### src/rtl/freq_sel_pkg.sv
// Shared definitions for the frequency-select controller.
// Holds the mode encodings, default half-period/debounce/timing constants
// and a small constant helper used to size counters.
package freq_sel_pkg;

  typedef enum logic [1:0] {
    MANUAL = 2'd0,
    AUTO   = 2'd1,
    PAUSE  = 2'd2
  } mode_e;

  localparam int unsigned HALF_0_DEF    = 50_000_000;  // 1 Hz
  localparam int unsigned HALF_1_DEF    = 25_000_000;  // 2 Hz
  localparam int unsigned HALF_2_DEF    = 10_000_000;  // 5 Hz
  localparam int unsigned HALF_3_DEF    = 5_000_000;   // 10 Hz
  localparam int unsigned DEB_CNT_DEF   = 2_000_000;   // 20 ms
  localparam int unsigned SEC_CNT_DEF   = 100_000_000; // 1 s
  localparam int unsigned DWELL_SEC_DEF = 4;

  function automatic int unsigned max2(input int unsigned a, input int unsigned b);
    return (a > b) ? a : b;
  endfunction

endpackage

### src/rtl/btn_debounce.sv
// Button conditioner: 2-flop synchronizer, debouncer and rising-edge pulse.
// Ports: clk, rst (async active-low), btn_raw (asynchronous input),
//        level (debounced level), press (1-cycle pulse on debounced 0->1).
module btn_debounce
  import freq_sel_pkg::*;
#(
  parameter int unsigned DEB_CNT = DEB_CNT_DEF
) (
  input  logic clk,
  input  logic rst,
  input  logic btn_raw,
  output logic level,
  output logic press
);

  localparam int unsigned CNT_W = max2(1, $clog2(DEB_CNT));
  localparam logic [CNT_W-1:0] CNT_LAST = CNT_W'(DEB_CNT - 1);

  logic [1:0]       sync_q, sync_d;
  logic [CNT_W-1:0] cnt_q, cnt_d;
  logic             level_q, level_d;
  logic             press_q, press_d;

  // Level flips only after DEB_CNT consecutive samples that differ from it.
  always_comb begin
    sync_d  = {sync_q[0], btn_raw};
    cnt_d   = cnt_q;
    level_d = level_q;
    if (sync_q[1] == level_q) begin
      cnt_d = '0;
    end else if (cnt_q == CNT_LAST) begin
      level_d = sync_q[1];
      cnt_d   = '0;
    end else begin
      cnt_d = cnt_q + CNT_W'(1);
    end
    press_d = level_d & ~level_q;
  end

  always_ff @(posedge clk or negedge rst) begin
    if (!rst) begin
      sync_q  <= '0;
      cnt_q   <= '0;
      level_q <= 1'b0;
      press_q <= 1'b0;
    end else begin
      sync_q  <= sync_d;
      cnt_q   <= cnt_d;
      level_q <= level_d;
      press_q <= press_d;
    end
  end

  assign level = level_q;
  assign press = press_q;

endmodule

### src/rtl/freq_sel_controller.sv
// Frequency-select controller: MANUAL/AUTO/PAUSE mode FSM choosing one of four
// half-periods for a square-wave divider; selection changes only at toggles.
// Ports: clk, rst (async active-low), btn_next/btn_mode/btn_hold (raw async
//        buttons), sel_freq (applied index), mode (state), clk_out (divided clock).
module freq_sel_controller
  import freq_sel_pkg::*;
#(
  parameter int unsigned HALF_0    = HALF_0_DEF,
  parameter int unsigned HALF_1    = HALF_1_DEF,
  parameter int unsigned HALF_2    = HALF_2_DEF,
  parameter int unsigned HALF_3    = HALF_3_DEF,
  parameter int unsigned DEB_CNT   = DEB_CNT_DEF,
  parameter int unsigned SEC_CNT   = SEC_CNT_DEF,
  parameter int unsigned DWELL_SEC = DWELL_SEC_DEF
) (
  input  logic       clk,
  input  logic       rst,
  input  logic       btn_next,
  input  logic       btn_mode,
  input  logic       btn_hold,
  output logic [1:0] sel_freq,
  output logic [1:0] mode,
  output logic       clk_out
);

  localparam int unsigned HALF_MAX = max2(max2(HALF_0, HALF_1), max2(HALF_2, HALF_3));
  localparam int unsigned DIV_W    = $clog2(HALF_MAX + 1);
  localparam int unsigned SEC_W    = max2(1, $clog2(SEC_CNT));
  localparam int unsigned DWELL_W  = max2(1, $clog2(DWELL_SEC));
  localparam logic [SEC_W-1:0]   SEC_LAST   = SEC_W'(SEC_CNT - 1);
  localparam logic [DWELL_W-1:0] DWELL_LAST = DWELL_W'(DWELL_SEC - 1);

  logic next_press, mode_press, hold_lvl;
  logic next_lvl, mode_lvl, hold_press;
  logic unused_btn;

  btn_debounce #(.DEB_CNT(DEB_CNT)) u_deb_next (
    .clk(clk), .rst(rst), .btn_raw(btn_next), .level(next_lvl), .press(next_press)
  );
  btn_debounce #(.DEB_CNT(DEB_CNT)) u_deb_mode (
    .clk(clk), .rst(rst), .btn_raw(btn_mode), .level(mode_lvl), .press(mode_press)
  );
  btn_debounce #(.DEB_CNT(DEB_CNT)) u_deb_hold (
    .clk(clk), .rst(rst), .btn_raw(btn_hold), .level(hold_lvl), .press(hold_press)
  );

  // Only presses of next/mode and the level of hold are meaningful here.
  assign unused_btn = next_lvl ^ mode_lvl ^ hold_press;

  mode_e              mode_q, mode_d;
  logic [1:0]         pend_q, pend_d;
  logic [1:0]         sel_q, sel_d;
  logic               clk_out_q, clk_out_d;
  logic [DIV_W-1:0]   div_q, div_d;
  logic [SEC_W-1:0]   sec_q, sec_d;
  logic [DWELL_W-1:0] dwell_q, dwell_d;
  logic [DIV_W-1:0]   half_c;
  logic               frozen_c;

  always_comb begin
    mode_d    = mode_q;
    pend_d    = pend_q;
    sel_d     = sel_q;
    clk_out_d = clk_out_q;
    div_d     = div_q;
    sec_d     = sec_q;
    dwell_d   = dwell_q;
    frozen_c  = (mode_q == PAUSE) || hold_lvl;

    case (sel_q)
      2'd0:    half_c = DIV_W'(HALF_0);
      2'd1:    half_c = DIV_W'(HALF_1);
      2'd2:    half_c = DIV_W'(HALF_2);
      default: half_c = DIV_W'(HALF_3);
    endcase

    // Mode FSM; a mode press always takes precedence over a next press.
    case (mode_q)
      MANUAL: begin
        if (mode_press) begin
          mode_d  = AUTO;
          sec_d   = '0;
          dwell_d = '0;
        end else if (next_press && !hold_lvl) begin
          pend_d = pend_q + 2'd1;
        end
      end
      AUTO: begin
        if (mode_press) begin
          mode_d = PAUSE;
        end else if (!hold_lvl) begin
          if (next_press) begin
            pend_d  = pend_q + 2'd1;
            sec_d   = '0;
            dwell_d = '0;
          end else if (sec_q == SEC_LAST) begin
            sec_d = '0;
            if (dwell_q == DWELL_LAST) begin
              dwell_d = '0;
              pend_d  = pend_q + 2'd1;
            end else begin
              dwell_d = dwell_q + DWELL_W'(1);
            end
          end else begin
            sec_d = sec_q + SEC_W'(1);
          end
        end
      end
      PAUSE: begin
        if (mode_press) begin
          mode_d = MANUAL;
        end
      end
      default: mode_d = MANUAL;
    endcase

    // Divider; a new selection is taken only on a toggle so no half-period is cut short.
    if (!frozen_c) begin
      if (div_q == half_c) begin
        clk_out_d = ~clk_out_q;
        div_d     = DIV_W'(1);
        sel_d     = pend_q;
      end else begin
        div_d = div_q + DIV_W'(1);
      end
    end
  end

  always_ff @(posedge clk or negedge rst) begin
    if (!rst) begin
      mode_q    <= MANUAL;
      pend_q    <= 2'd0;
      sel_q     <= 2'd0;
      clk_out_q <= 1'b0;
      div_q     <= DIV_W'(1);
      sec_q     <= '0;
      dwell_q   <= '0;
    end else begin
      mode_q    <= mode_d;
      pend_q    <= pend_d;
      sel_q     <= sel_d;
      clk_out_q <= clk_out_d;
      div_q     <= div_d;
      sec_q     <= sec_d;
      dwell_q   <= dwell_d;
    end
  end

  assign sel_freq = sel_q;
  assign mode     = mode_q;
  assign clk_out  = clk_out_q;

endmodule
### config.mk
export PLATFORM = sky130hd
export DESIGN_NAME = freq_sel_controller
export DESIGN_NICKNAME = d
export VERILOG_FILES = /design/src/rtl/freq_sel_pkg.sv /design/src/rtl/btn_debounce.sv /design/src/rtl/freq_sel_controller.sv
export SDC_FILE = /design/constraint.sdc
export NUM_CORES = 1
export LEC_CHECK = 0
export BUFFER_PORTS_ARGS = -buffer_cell sky130_fd_sc_hd__buf_2
export CAP_MARGIN = 40
export CORE_ASPECT_RATIO = 0.6
export CORE_MARGIN = 10
export CORE_UTILIZATION = 57
export CTS_BUF_LIST = sky130_fd_sc_hd__clkbuf_16
export DETAILED_ROUTE_END_ITERATION = 7
export PLACE_DENSITY_LB_ADDON = 0.08
export REMOVE_ABC_BUFFERS = 1
export SYNTH_ARGS = -nofsm -noshare
export SYNTH_HDL_FRONTEND = slang
export SYNTH_SLANG_ARGS = --single-unit
### constraint.sdc
create_clock -name clk -period 2.1 [get_ports clk]
set_input_delay 0.21 -clock clk [delete_from_list [all_inputs] [get_ports clk]]
set_output_delay 0.21 -clock clk [all_outputs]
set_load 0.03 [all_outputs]
======== Word level (Yosys, flattened, before mapping) ========
Index checks and enable logic that the tools add are counted.
operators by class
  add/subtract/negate cells ............... 7
  multipliers ............................. 0
  divide/modulo/power cells ............... 0
  magnitude comparators ................... 0
  equal/unequal tests ..................... 22
  shift-type cells ........................ 0
  muxes and demuxes ....................... 36
  bitwise logic cells ..................... 7
  reduce and logical (&&, ||, !) cells .... 12
operator list
  operator                                        count
  2-to-1 mux 27 bit                               5
  2-to-1 mux 21 bit                               6
  one-hot mux 26 bit (3 select lines)             1
  adder 21 x 1 -> 21 bit (second input constant)  3
  == test 21 bit (second input constant)          3
  one-hot mux 27 bit (2 select lines)             1
  2-to-1 mux 2 bit                                15
  adder 27 x 1 -> 27 bit (second input constant)  1
  == test 27 bit (second input constant)          1
  adder 26 x 1 -> 26 bit (second input constant)  1
  == test 26 bit                                  1
  2-to-1 mux 26 bit                               1
  != test 2 bit (second input constant)           4
  one-hot mux 2 bit (2 select lines)              2
  AND reduction 7 bit                             1
  == test 2 bit (second input constant)           3
  != test 2 x 1 -> 1 bit (second input constant)  3
  != test 3 x 2 -> 1 bit (second input constant)  2
  one-hot mux 2 bit (3 select lines)              1
  NOT 1 bit                                       5
  AND reduction 5 bit                             1
  adder 2 x 1 -> 2 bit (second input constant)    2
  == test 2 x 1 -> 1 bit (second input constant)  2
  logical NOT 2 bit                               2
  10 further kinds                                17
word-level totals
  bits in registers ....................... 136
  latch bits .............................. 0
  memory bits (writable) .................. 0
  memory bits (read-only) ................. 0
  input bits .............................. 5
  output and inout port bits .............. 5
  word-level logic and storage cells ...... 102
  memories kept ........................... 0

======== Depth between registers and ports, before layout ========
  word-level depth ........................ 7
  gate-level depth with buffers ........... 8
  mapped depth without buffers ............ 6

======== Modules after synthesis ========
From an unflattened synthesis, not the netlist that was laid out.
second synthesis, totals
  cells, all modules ...................... 708
  area total of the unflattened synthesis .. 7048.0 um^2
modules (own cells, without submodules)
  module               instances  cells an instance  area each (um^2)  seq. area each (um^2)
  btn_debounce         3          115                1219.9            625.6
  freq_sel_controller  1          363                3388.2            1552.7

======== Worst setup path after synthesis ========
Ideal clock, no wire load.
  path type ............................... register to register
  from .................................... register sel_q[0], in the netlist sel_freq[0]
  to ...................................... register sel_q[0], in the netlist sel_freq[0]
  library setup time ...................... 0.125 ns
  arrival ................................. 2.174 ns
  required time ........................... 1.975 ns
  path slack .............................. -0.199 ns
  cell stages (with the launch flop) ...... 7
  path buffers ............................ 1
  clock period less this slack ............ 2.299 ns
  cell sequence ........................... dfrtp_1 -> buf_2 -> or3b_2 -> o22ai_1 -> o2111ai_1 -> nor4_4 -> mux2_2
between the ends
  longest elaborated chain between the ends .. 4
  elaborated cells on any way between the ends .. 6
  classes of those cells .................. eq/ne (3); mux (1); reduce/logical (2)
RTL lines
  element                                      line                        source
  from (decl)                                  freq_sel_controller.sv:52   logic [1:0] sel_q, sel_d;
  from (signal assigned)                       freq_sel_controller.sv:141  sel_q <= sel_d;
  == test 2 bit, or another cell as far along  freq_sel_controller.sv:70   case (sel_q)
  one-hot mux 26 bit (3 select lines) (*)      freq_sel_controller.sv:70
  == test 26 bit (*)                           freq_sel_controller.sv:119  if (div_q == half_c) begin
  AND reduction 2 bit (no source line) (*)     n/a
Mark *: on every way between the ends. The rest lies on a longest branch, timed or not.
A chain may end at the register's enable or synchronous reset.

======== Worst setup path in the final report ========
  from .................................... register sec_q[11]
  to ...................................... register dwell_q[0]
between the ends
  longest elaborated chain between the ends .. 3
RTL lines
  element                                  line                        source
  from (decl)                              freq_sel_controller.sv:55   logic [SEC_W-1:0] sec_q, sec_d;
  from (signal assigned)                   freq_sel_controller.sv:136  sec_q <= '0;
  from (signal assigned)                   freq_sel_controller.sv:144  sec_q <= sec_d;
  == test 27 bit                           freq_sel_controller.sv:96   end else if (sec_q == SEC_LAST) begin
  != test 3 x 2 -> 1 bit (no source line)  n/a
  AND reduction 5 bit (no source line)     n/a
  to (signal assigned)                     freq_sel_controller.sv:145  dwell_q <= dwell_d;
  to (decl)                                freq_sel_controller.sv:56   logic [DWELL_W-1:0] dwell_q, dwell_d;
Every way passes these cells.

==> flow_results.org <==
** Status
- The run finished, with violations left.
- The final reports fail on setup timing.

** Final layout
- NumNets Final :: a little under 800
- Of the cells placed in the final design, the portion with a size suffix greater than 1 is 0.166.
- ANT cells :: 0
- With fillers left out, the area of the finished cells amounts to 0.00828 mm2.
- From synthesis to final layout, the design area changed by 20.7%.

** Clock network
- For this design, the sink count on the clock tree is 136.
- For the worst-skew pair, the clock arrives at the later sink with an insertion delay of 0.42 ns.
- TritonCTS built the clock tree.
- Clock Pin Slew Worst Setup and Hold Paths :: 0.06 ns
- Clock tree root driver cell :: clkbuf_16
- Counting the buffers created by CTS gives 17.
- Maximum clock insertion buffer count :: 2
- In this run the number of H-tree levels came out at 4.

** Timing
- Number of hold violations in the final report :: 0
- Counting I/O delays and the setup requirement, the final critical path takes 2.21 ns.
- Across all setup checks in the final design, the least slack found is -0.112 ns.
- Final worst path period share :: 1.05
- Headroom to the max-slew limit came out at 0.685.
- Setup violations remaining at the end of the flow were counted as 32.
- Post-route clock skew :: 0.0115 ns
- Max Slew Vio Count :: 0
- Timing would allow up to 0.452 GHz.
- Measured slew at the worst slew-check pin :: between 0.4 and 0.5 ns
- Setup repair after global routing could not meet its margin everywhere.

** Synthesis
- Fraction of synthesized cell area in xor and xnor cells :: 0.141
- After synthesis the netlist holds a flip-flop and latch count of 136.
- Of the total synthesized cell area, the portion taken by full adders, half adders and majority gates is 0.0128.
- Per-instance average area after synthesis :: 9.84 um2
- EDFF count, synth :: 0
- Of the post-synthesis cell area, the dominant cell type holds 0.493.
- Largest family of logic cells by synthesized area :: simple AND/OR/NAND/NOR gates
- The Yosys step of the flow raised 0 warnings.
- Dominant cells by area after synthesis :: dfrtp_1, xnor2_1, nor2_1
- The portion of synthesized area spent on multiplexers is 0.0120.
- Counting every instance in the synthesized netlist gives 697.
- Post-synthesis sequential area ratio :: 0.497
- Prevailing post-synth register cell :: dfrtp_1
- Top cell type by total area after synthesis :: dfrtp_1
- Of the total synthesized cell area, the portion taken by AND, OR, NAND and NOR gates is 0.279.
- The fraction of the mapped netlist area in compound gates is 0.0352.
- Cell area after technology mapping :: 0.00686 mm2
- Number of distinct library cells after synthesis :: 54
- Async SR Flop Fraction :: 1.00

** Setup path
- Data arrives at the worst endpoint at 2.51 ns.
- STA classifies the critical path startpoint as a flip-flop.
- STA classifies the critical path endpoint as a flip-flop.
- Data on the critical path is required at its endpoint by 2.39 ns.
- Critical path type :: reg -> reg
- Critical path origin :: sec_q[11]
- Startpoint of the worst register-to-register path :: sec_q[11]
- Along the worst path, the maximum fanout reaches 3.

** Floorplan
- The die covers 0.0170 mm2.
- Boundary pin count :: 10
- After floorplanning, the core was divided into 30 placement rows.
- For this configuration, the core starts out at a cell density of 0.595.
- In this run the vertical extent of the chip is 105 um.
- The total area inside the core boundary comes to 0.0115 mm2.
- The die is 162 um wide.

** Routing
- The detail route stage leaves a number of antenna-violating nets equal to 0.
- DRC violations left :: 0
- Dividing the detail-routed via count by the number of cells gives 5.63.
- After the first detailed-routing iteration, the DRC count stood at 429.
- Wires add up to approximately 15 mm.
- Detailed-route via count :: 5300
- Average routed wire per standard cell :: 16.0 um
- Drt pass-1 iters :: 5

** Global routing
- GRT overflow :: 0
- Via count of the first global-routing pass :: slightly above 5000
- Global-route wire length before repair :: 25.7 mm
- Antenna violations before repair :: 0
- Maximum number of pins on one net before global-route repair :: 54
- Overall global routing resource usage :: 0.181

** Placed design
- Placer congestion estimate :: 0.860
- Setup slack at placement :: -0.135 ns
- In this run the cell area measured after placement is 0.00744 mm2.
- Count of input and output buffers :: 9
- Final HPWL from detailed placement :: about 9.9 mm

** Power
- Standby leakage power :: 3.60 nW
- The design draws around 5.7 mW.
- Power density normalized to cell area :: 690 mW/mm2
- Max IR drop VDD :: around 0.54 mV

** Job
- Total of max-cap violations :: 0

** Hold path
- The tightest min-delay check is of the in -> async type.
-- synthesized netlist by cell type (3+ instances only) --
cell / number
buf_2: 7
and2_1: 3
and4_1: 17
nand3b_1: 3
o22ai_1: 5
nor2_1: 125
nand3_1: 36
dfrtp_1: 135
a21o_1: 4
nand4_1: 31
xnor2_1: 70
or4_1: 5
clkbuf_1: 12
nor3_1: 24
o21ai_0: 8
nor4b_1: 6
nand2_1: 48
nor3b_1: 4
nand2b_1: 8
mux2_2: 6
nor4_1: 14
inv_1: 17
a21oi_1: 8
nor2b_1: 4
xor2_1: 40
ha_1: 7
and3_1: 14
-- timing repair --
| action | 4_1_cts | 5_1_grt |
|---|---|---|
| cloned | 0 | 2 |
| endpoints found under the setup margin | 53 | 94 |
| resized for setup | 7 | 22 |
| pin swaps | 5 | 7 |
| hold endpoints to repair | 35 | 0 |
| buffers inserted | 2 | 2 |
| hold buffers | 4 | 0 |
-- cell type report --
type,instances,area [um2]
well taps,160,200
fillers,824,3250
clock buffers,17,425
clock inverters,15,154
repair buffers,74,657
flip-flops and latches,136,3410
inverters,17,63.8
multi-input cells,522,3370
-- flip-flops by register name, indices dropped and copies added, names as in the netlist --
signal,cells
clk_out,1
div_q,26
dwell_q,2
mode,2
pend_q,2
sec_q,27
sel_freq,2
u_deb_hold.cnt_q,21
u_deb_hold.level,1
u_deb_hold.sync_q,2
u_deb_mode.cnt_q,21
u_deb_mode.level,1
u_deb_mode.press,1
u_deb_mode.sync_q,2
u_deb_next.cnt_q,21
u_deb_next.level,1
u_deb_next.press,1
u_deb_next.sync_q,2
-- critical path, stage by stage (launching register included) --
cell,delay [ns]
dfrtp_1,0.37
or4b_1,0.52
or4_4,0.54
o21a_4,0.24
nor2_8,0.11
mux2_4,0.31
-- through the flow --
stage | hold WS [ns] | instances | utilization | setup TNS, ns
final | 0.240 | 941 | 0.718 | -2.54
after global placement | 0.124 | 899 | 0.646 | -2.27
after floorplan | -0.0856 | 675 | - | -10.44
after CTS | 0.247 | 937 | 0.703 | -1.52
after detailed placement | 0.124 | 899 | 0.646 | -3.45
after global routing | 0.272 | 941 | 0.718 | -4.57
-- logic make-up (layout without fill, tap and decap cells) --
logic type | count (synthesis) | after routing
xor gates and xnor gates | 110 | 110
DFF | 136 | 136
buffers and inverters | 39 | 123
adders and majority gates | 7 | 7
AOI/OAI and AO/OA | 36 | 36
muxes | 7 | 7
and+or+nand+nor | 362 | 362
-- placed cells by master (no fill, tap or decap), types with 5 or more instances in the layout --
cell type,netlist,final
dfrtp_1,135,134
nor2_1,125,125
xnor2_1,70,70
buf_4,1,50
nand2_1,48,48
xor2_1,40,39
nand3_1,36,34
nand4_1,31,31
nor3_1,24,24
inv_1,17,20
clkbuf_16,0,19
and4_1,17,17
and3_1,14,14
nor4_1,14,13
nand2b_1,8,8
buf_2,7,8
a21oi_1,8,7
o21ai_0,8,6
ha_1,7,6
nor4b_1,6,5
buf_6,1,5
-- worst paths after layout --
check                                       endpoint  slack [ns]  depth (start not counted)
min in group clk                u_deb_hold.sync_q[1]        0.35                          0
worst max register to register            dwell_q[0]       -0.11                          5
worst max-delay path                      dwell_q[0]       -0.11                          5
worst min-delay path            u_deb_hold.cnt_q[12]        0.24                          2
max in group asynchronous                sel_freq[0]        1.16                          3
worst min register to register  u_deb_hold.sync_q[1]        0.35                          0
-- routing by layer --
layer  wire [um]  part of all wire  global-route usage  vias up
met5           0                 0                   0        -
met1        7500              0.50               0.267     2583
met2        6580              0.44               0.260      141
li1            -                 -                   -     2554
met4         163             0.011              0.0550        0
met3         773             0.051              0.0384       22
-- power by group --
group	total, mW	switching (mW)	internal [mW]
clock network	2.93	1.18	1.75
logic	0.127	0.0875	0.0396
registers	2.66	0.0158	2.64
(Power assumes the default switching activity.)
